File: src/rtl/bin_to_bcd_seq.sv
// Sequential binary-to-packed-BCD converter using shift-and-add-3, one input bit per clock.
// Start/busy/done handshake; result and overflow flag are held until the next conversion completes.
module bin_to_bcd_seq #(
    parameter int BIN_W  = 16,
    parameter int DIGITS = 4,
    parameter bit SAT    = 1'b1
) (
    input  logic                  CLK,
    input  logic                  RST,
    input  logic                  start,
    input  logic [BIN_W-1:0]      bin_in,
    output logic                  busy,
    output logic                  done,
    output logic [4*DIGITS-1:0]   bcd_out,
    output logic                  overflow
);

    localparam int BCD_W = 4 * DIGITS;
    localparam int PW    = ((BIN_W > BCD_W) ? BIN_W : BCD_W) + 1;
    localparam int CNT_W = $clog2(BIN_W + 1);

    function automatic logic [PW-1:0] pow10(input int n);
        logic [PW-1:0] p;
        p = {{(PW-1){1'b0}}, 1'b1};
        for (int i = 0; i < n; i++) begin
            p = p * PW'(10);
        end
        return p;
    endfunction

    // Any digit >= 5 gets +3 so that the following left shift carries correctly into the next digit.
    function automatic logic [BCD_W-1:0] add3(input logic [BCD_W-1:0] s);
        logic [BCD_W-1:0] r;
        r = s;
        for (int d = 0; d < DIGITS; d++) begin
            if (s[4*d +: 4] >= 4'd5) begin
                r[4*d +: 4] = s[4*d +: 4] + 4'd3;
            end else begin
                r[4*d +: 4] = s[4*d +: 4];
            end
        end
        return r;
    endfunction

    localparam logic [PW-1:0]    POW10     = pow10(DIGITS);
    localparam logic [BCD_W-1:0] ALL_NINES = {DIGITS{4'h9}};

    typedef enum logic [1:0] {
        IDLE  = 2'd0,
        SHIFT = 2'd1,
        DONE  = 2'd2
    } state_t;

    state_t             state_r, state_nxt_s;
    logic [BIN_W-1:0]   shreg_r, shreg_nxt_s;
    logic [BCD_W-1:0]   scr_r, scr_nxt_s, scr_adj_s;
    logic [CNT_W-1:0]   cnt_r, cnt_nxt_s;
    logic               ovf_pend_r, ovf_pend_nxt_s;
    logic [BCD_W-1:0]   bcd_r, bcd_nxt_s;
    logic               ovf_r, ovf_nxt_s;
    logic               busy_r, done_r;
    logic               ovf_in_s;

    // Range check of the incoming value, done at full width so no bits are lost.
    assign ovf_in_s  = ({{(PW-BIN_W){1'b0}}, bin_in} >= POW10);
    assign scr_adj_s = add3(scr_r);

    // Next-state, datapath and result-write logic.
    always_comb begin
        state_nxt_s    = state_r;
        shreg_nxt_s    = shreg_r;
        scr_nxt_s      = scr_r;
        cnt_nxt_s      = cnt_r;
        ovf_pend_nxt_s = ovf_pend_r;
        bcd_nxt_s      = bcd_r;
        ovf_nxt_s      = ovf_r;
        case (state_r)
            IDLE: begin
                if (start) begin
                    shreg_nxt_s    = bin_in;
                    scr_nxt_s      = {BCD_W{1'b0}};
                    ovf_pend_nxt_s = ovf_in_s;
                    cnt_nxt_s      = CNT_W'(BIN_W);
                    state_nxt_s    = SHIFT;
                end else begin
                    state_nxt_s    = IDLE;
                end
            end
            SHIFT: begin
                // The bit leaving the top digit is dropped, which yields the modulo-10^DIGITS result.
                scr_nxt_s   = {scr_adj_s[BCD_W-2:0], shreg_r[BIN_W-1]};
                shreg_nxt_s = shreg_r << 1'b1;
                cnt_nxt_s   = cnt_r - CNT_W'(1);
                if (cnt_r == CNT_W'(1)) begin
                    bcd_nxt_s   = (SAT && ovf_pend_r) ? ALL_NINES : scr_nxt_s;
                    ovf_nxt_s   = ovf_pend_r;
                    state_nxt_s = DONE;
                end else begin
                    state_nxt_s = SHIFT;
                end
            end
            DONE: begin
                state_nxt_s = IDLE;
            end
            default: begin
                state_nxt_s = IDLE;
            end
        endcase
    end

    // State, datapath and registered handshake outputs; RST overrides everything.
    always_ff @(posedge CLK) begin
        if (RST) begin
            state_r    <= IDLE;
            shreg_r    <= {BIN_W{1'b0}};
            scr_r      <= {BCD_W{1'b0}};
            cnt_r      <= {CNT_W{1'b0}};
            ovf_pend_r <= 1'b0;
            bcd_r      <= {BCD_W{1'b0}};
            ovf_r      <= 1'b0;
            busy_r     <= 1'b0;
            done_r     <= 1'b0;
        end else begin
            state_r    <= state_nxt_s;
            shreg_r    <= shreg_nxt_s;
            scr_r      <= scr_nxt_s;
            cnt_r      <= cnt_nxt_s;
            ovf_pend_r <= ovf_pend_nxt_s;
            bcd_r      <= bcd_nxt_s;
            ovf_r      <= ovf_nxt_s;
            busy_r     <= (state_nxt_s != IDLE);
            done_r     <= (state_nxt_s == DONE);
        end
    end

    assign busy     = busy_r;
    assign done     = done_r;
    assign bcd_out  = bcd_r;
    assign overflow = ovf_r;

endmodule

File: config.mk
export PLATFORM = sky130hd
export DESIGN_NAME = bin_to_bcd_seq
export DESIGN_NICKNAME = d
export VERILOG_FILES = /design/src/rtl/bin_to_bcd_seq.sv
export SDC_FILE = /design/constraint.sdc
export NUM_CORES = 1
export LEC_CHECK = 0
export ABC_CLOCK_PERIOD_IN_PS = 3000
export CAP_MARGIN = 20
export CORE_MARGIN = 5
export CORE_UTILIZATION = 40
export DETAILED_ROUTE_END_ITERATION = 10
export PLACE_DENSITY = 0.67
export SLEW_MARGIN = 20
export SYNTH_ARGS = -nofsm -noshare
export SYNTH_HDL_FRONTEND = slang
export SYNTH_SLANG_ARGS = --single-unit
export TNS_END_PERCENT = 5
File: constraint.sdc
create_clock -name CLK -period 3 [get_ports CLK]
set_input_delay 0.75 -clock CLK [delete_from_list [all_inputs] [get_ports CLK]]
set_output_delay 0.75 -clock CLK [all_outputs]
set_load 0.005 [all_outputs]
=== Word level (Yosys, flattened, before mapping) ===
Index checks and enable logic that the tools add are counted.

* Register bits after elaboration: 59
* Bits of input ports: 19
* Output and inout bits: 19

* Add/subtract/negate cells: 5
* Magnitude comparators: 5
* Equality and inequality tests: 4
* Muxes and demuxes: 14
* Reductions and logical operators: 6

{| class="wikitable"
|+ Operators by type and width
! kind !! count
|-
| $pmux W16 S2 || 2
|-
| $mux W16 || 3
|-
| $ge A16 B14 Y1 const B || 1
|-
| $ge A4 B3 Y1 const B || 4
|-
| $add A4 B2 Y4 const B || 3
|-
| $mux W4 || 3
|-
| $pmux W5 S2 || 1
|-
| $reduce_and A2 Y1 || 3
|-
| $eq A5 B1 Y1 const B || 1
|-
| $mux W5 || 1
|-
| $sub A5 B1 Y5 const B || 1
|-
| $pmux W2 S2 || 1
|-
| $reduce_bool A2 Y1 || 2
|-
| $add A3 B2 Y3 const B || 1
|-
| $mux W3 || 1
|-
| $eq A2 B1 Y1 const B || 1
|-
| $eq A2 B2 Y1 const B || 1
|-
| $logic_not A2 Y1 || 1
|-
| $mux W2 || 1
|-
| $ne A2 B2 Y1 const B || 1
|-
| $mux W1 || 1
|}

=== Logic depth before layout (Yosys ltp) ===
* Depth in word-level cells: 4
* Mapped depth: 8

=== Worst setup path before layout ===
No wires, ideal clock.

* Path type: input -> register
* From: in RST
* To: reg busy_r (netlist: busy)
* Data arrival time: 1589 ps
* Slack: 1284 ps
* Stages: 4
* Path buffers: 3
* Path through: clkbuf_1 -> clkbuf_1 -> buf_1 -> nor2_1

{| class="wikitable"
|+ RTL lines
! what !! line !! text
|-
| start, declared || 9 || <nowiki>input logic RST,</nowiki>
|-
| end signal, assigned || 131 || <nowiki>busy_r <= (state_nxt_s != IDLE);</nowiki>
|-
| end, declared || 61 || <nowiki>logic busy_r, done_r;</nowiki>
|}

No word-level cell between the ends.

=== Worst setup path in the final report ===
* From: reg cnt_r[0]
* To: reg bcd_r[7] (netlist: bcd_out[7])

* Word-level cells in the longest chain between the ends: 2

{| class="wikitable"
|+ RTL lines
! what !! line !! text
|-
| start, declared || 57 || <nowiki>logic [CNT_W-1:0] cnt_r, cnt_nxt_s;</nowiki>
|-
| start signal, assigned || 117 || <nowiki>cnt_r <= {CNT_W{1'b0}};</nowiki>
|-
| start signal, assigned || 127 || <nowiki>cnt_r <= cnt_nxt_s;</nowiki>
|-
| $eq A5 B1 Y1 || 94 || <nowiki>if (cnt_r == CNT_W'(1)) begin</nowiki>
|-
| $reduce_and A2 Y1 (no line) || -- ||
|-
| end signal, assigned || 119 || <nowiki>bcd_r <= {BCD_W{1'b0}};</nowiki>
|-
| end signal, assigned || 129 || <nowiki>bcd_r <= bcd_nxt_s;</nowiki>
|-
| end, declared || 59 || <nowiki>logic [BCD_W-1:0] bcd_r, bcd_nxt_s;</nowiki>
|}

No other way between the ends.
A chain may end at the register's enable or synchronous reset.

==> results.md <==
* Max Freq at about 490 MHz
* Final instance area at roughly 3200 µm²
* Vias in the first global route at about 2100
* Post-cts resize count at 0
* Worst-path clk slew at around 0.06 ns
* Crit Path Max Fanout at 21
* DRC at 0
* Post-synth EDFFs at 0
* Core box area at 6386 µm²
* CTS Hold Bufs at 0
* Period utilization at 68.58%
* Mapped Cells at 310
* Critical path data arrival time at about 2.3 ns
* Sw Pwr at 433.0 µW
* Placed standard-cell area at roughly 3000 µm²
* Max Buffers Root-to-Sink at 2
* Synth Cell Area at 2648 µm²
* Worst skew pair latency at 0.34 ns
* Run status: completed
* Starting Density at between 40 and 50%
* Worst EP required at around 3.3 ns
* Pre-antenna DRT Iters at 4
* Post-Syn Nets at 339
* Fin worst setup slack at roughly 0.94 ns
* Switching part of the total at about a quarter
* Total GRT Usage at 14.56%
* Fin Clk Skew at between 0.008 and 0.009 ns
* Postcts setup bufs at 0
* Initial antenna violation count at 0
* RSZ-0062 raised after global routing: no
* Hold Crit Class: reg -> reg
* Count of cell types in the netlist at 34
* CTS Sinks at 59
* Detailed Route Iter0 Violations at about 110
* Yosys reg bits at 59
* Max cap viols at 0
* Area Growth Syn to Fin at 22.16%
* Final Slew Violations at 0
* Flop pwr share at 50.1%
* Final nets at about 370
* Worst Setup Start Kind: flip-flop
* Grt total ovfl at 0
* Tightest Pin Transition at approximately 0.76 ns
* Final min period at ~2.1 ns
* Leak pwr at about 1.2 nW
* Worst ir drop on vdd at 0.2617 mV
* Final setup violation count at 0
* HPWL after DPL at roughly 4100 µm
* Die area at between 8000 and 9000 µm²
* Post-synthesis sequential area ratio at 44.61%
* TritonCTS clock tree: built
* Row count at 29
* CTS root buffer: clkbuf_8
* Vias at about 2200
* Combinational power share at 11.7%
* Ys Warns at 0
* Drt total wl at 5859 µm
* WL per Instance at approximately 14 µm
* Setup TNS at 0 ns
* Clock power share at between 30% and 40%
* Die height at 91.36 µm
* FILL cells at 610
* Final Hold Viols at 0
* Top_reg_cell synth: dfxtp_1
* Vias per inst at between 5 and 6
* Slew HR at ~49%
* CP Class: reg -> reg
* Ports at 38
* Largest net degree at the start of global routing at 30
* Die Wd at 91.36 µm
* Pwr per Cell Area at 527.8 nW/µm²
* Critical path capture point type: flip-flop
* Fraction of layout cells with a size suffix above 1 at under 10%
* Synth async-reset ratio at 0%
* Pre-CTS setup slack at around 0.65 ns
* Syn_area_per_cell at approximately 8.5 µm²
* Gpl congestion at around 0.75
* N_diodes at 0
* Antenna-violating nets left at 0
* H-tree levels at 3
* Pint at 1.274 mW
* Port buffer count at 37
* CTS buffer count at 9
* First-pass GRT wire length at 9811 µm
## cells by family (layout without fill, tap and decap cells)
logic type,after synthesis,in the layout,synth area share [%]
DFF,59,59,44.61
buffers and inverters,31,68,5.151
AOI/OAI and AO/OA,70,70,19.14
and+or+nand+nor,132,132,23.54
muxes,4,4,1.512
adders and majority gates,10,10,4.726
xor gates and xnor gates,4,4,1.323
## power by group through the flow
stage               registers, mW  clock network (mW)  logic (mW)
floorplan                   0.861                   0       0.138
global route                0.863               0.705       0.225
finish                      0.856               0.652       0.199
global placement            0.872                   0       0.198
detailed placement          0.873                   0       0.201
CTS                         0.856               0.668       0.202
## registers in the layout, summed over array words and instances (netlist names)
| signal | cells |
|---|---|
| scr_r | 16 |
| bcd_out | 16 |
| busy | 1 |
| done | 1 |
| shreg_r | 16 |
| cnt_r | 5 |
| state_r | 2 |
| ovf_pend_r | 1 |
| overflow | 1 |
## per-stage QoR
stage | power, mW | hold slack (ns) | utilization (%) | instances
CTS | 1.726 | 0.4555 | 50.65 | 424
global placement | 1.070 | 0.4517 | 47.84 | 409
finish | 1.707 | 0.4522 | 50.65 | 424
floorplan | 0.9991 | 0.4486 | - | 310
global route | 1.792 | 0.4769 | 50.65 | 424
detailed placement | 1.074 | 0.4472 | 47.84 | 409
## routing by layer
layer	up-vias	GRT usage [%]	wire (µm)
li1	1154	-	-
met1	1040	18.79	2697
met2	37	22.06	2738
met3	10	4.628	303
met4	0	6.846	120
met5	-	0	0
## placed cells by master, fill, tap and decap left out
| master | Yosys | layout |
|---|---|---|
| inv_1 | 10 | 10 |
| nand2_1 | 31 | 31 |
| nor2_1 | 52 | 52 |
| or2_2 | 1 | 1 |
| o21ai_0 | 9 | 9 |
| and2b_1 | 1 | 1 |
| a211o_1 | 1 | 1 |
| clkinv_2 | 0 | 2 |
| a311oi_1 | 13 | 13 |
| a22o_1 | 7 | 7 |
| a21oi_1 | 15 | 15 |
| nand2b_1 | 12 | 12 |
| clkbuf_1 | 12 | 1 |
| o41ai_1 | 1 | 1 |
| nor3b_1 | 10 | 10 |
| and2_1 | 1 | 1 |
| buf_4 | 2 | 6 |
| a211oi_1 | 6 | 6 |
| ha_1 | 10 | 10 |
| dfxtp_1 | 59 | 59 |
| buf_2 | 4 | 1 |
| nor2b_1 | 3 | 3 |
| clkbuf_8 | 0 | 12 |
| a22oi_1 | 6 | 6 |
| o2bb2ai_1 | 4 | 4 |
| o31ai_1 | 1 | 1 |
| xnor2_1 | 4 | 4 |
| mux2i_1 | 4 | 4 |
| nand3_1 | 2 | 2 |
| nor4_1 | 2 | 2 |
| nand3b_1 | 2 | 2 |
| a31o_2 | 7 | 7 |
| nor3_1 | 14 | 14 |
| nor4b_2 | 1 | 1 |
| clkdlybuf4s50_1 | 0 | 36 |
## final timing paths
check | startpoint | to | slack (ns) | depth (start not counted)
setup / recovery | cnt_r[0] | bcd_out[7] | 0.94 | 6
hold / removal | overflow | overflow | 0.45 | 2
setup reg to reg | cnt_r[0] | bcd_out[7] | 0.94 | 6
hold reg to reg | overflow | overflow | 0.45 | 2
## cells in the mapped netlist, types with 3 or more instances
cell type / count / area share (%)
nor3_1: 14 / 2.6
buf_2: 4 / 0.76
dfxtp_1: 59 / 45
o2bb2ai_1: 4 / 1.3
nor2b_1: 3 / 0.71
nand2_1: 31 / 4.4
a22oi_1: 6 / 1.7
a22o_1: 7 / 2.3
a31o_2: 7 / 2.3
a21oi_1: 15 / 2.8
ha_1: 10 / 4.7
clkbuf_1: 12 / 1.7
inv_1: 10 / 1.4
nor2_1: 52 / 7.4
nand2b_1: 12 / 2.8
nor3b_1: 10 / 2.8
xnor2_1: 4 / 1.3
mux2i_1: 4 / 1.5
o21ai_0: 9 / 1.7
a311oi_1: 13 / 4.3
a211oi_1: 6 / 1.7
## final cells by class
cell class                      instances  area, µm²  area share [%]
Tap cell                               77      96.34           2.979
Timing Repair Buffer                   43      410.4           12.69
Clock inverter                          2      10.01          0.3095
Clock buffer                           13      168.9           5.222
Sequential cell                        59       1181           36.52
Inverter                               10      37.54           1.161
Multi-Input combinational cell        220       1330           41.12
## critical path, cell delays in order (launching register included)
cell	delay (ns)
dfxtp_1	0.40
ha_1	0.18
nor4b_2	0.27
and2_1	0.67
buf_4	0.25
nor2_1	0.04
nor3_1	0.16
No activity file was read; power rests on OpenSTA's default activity.
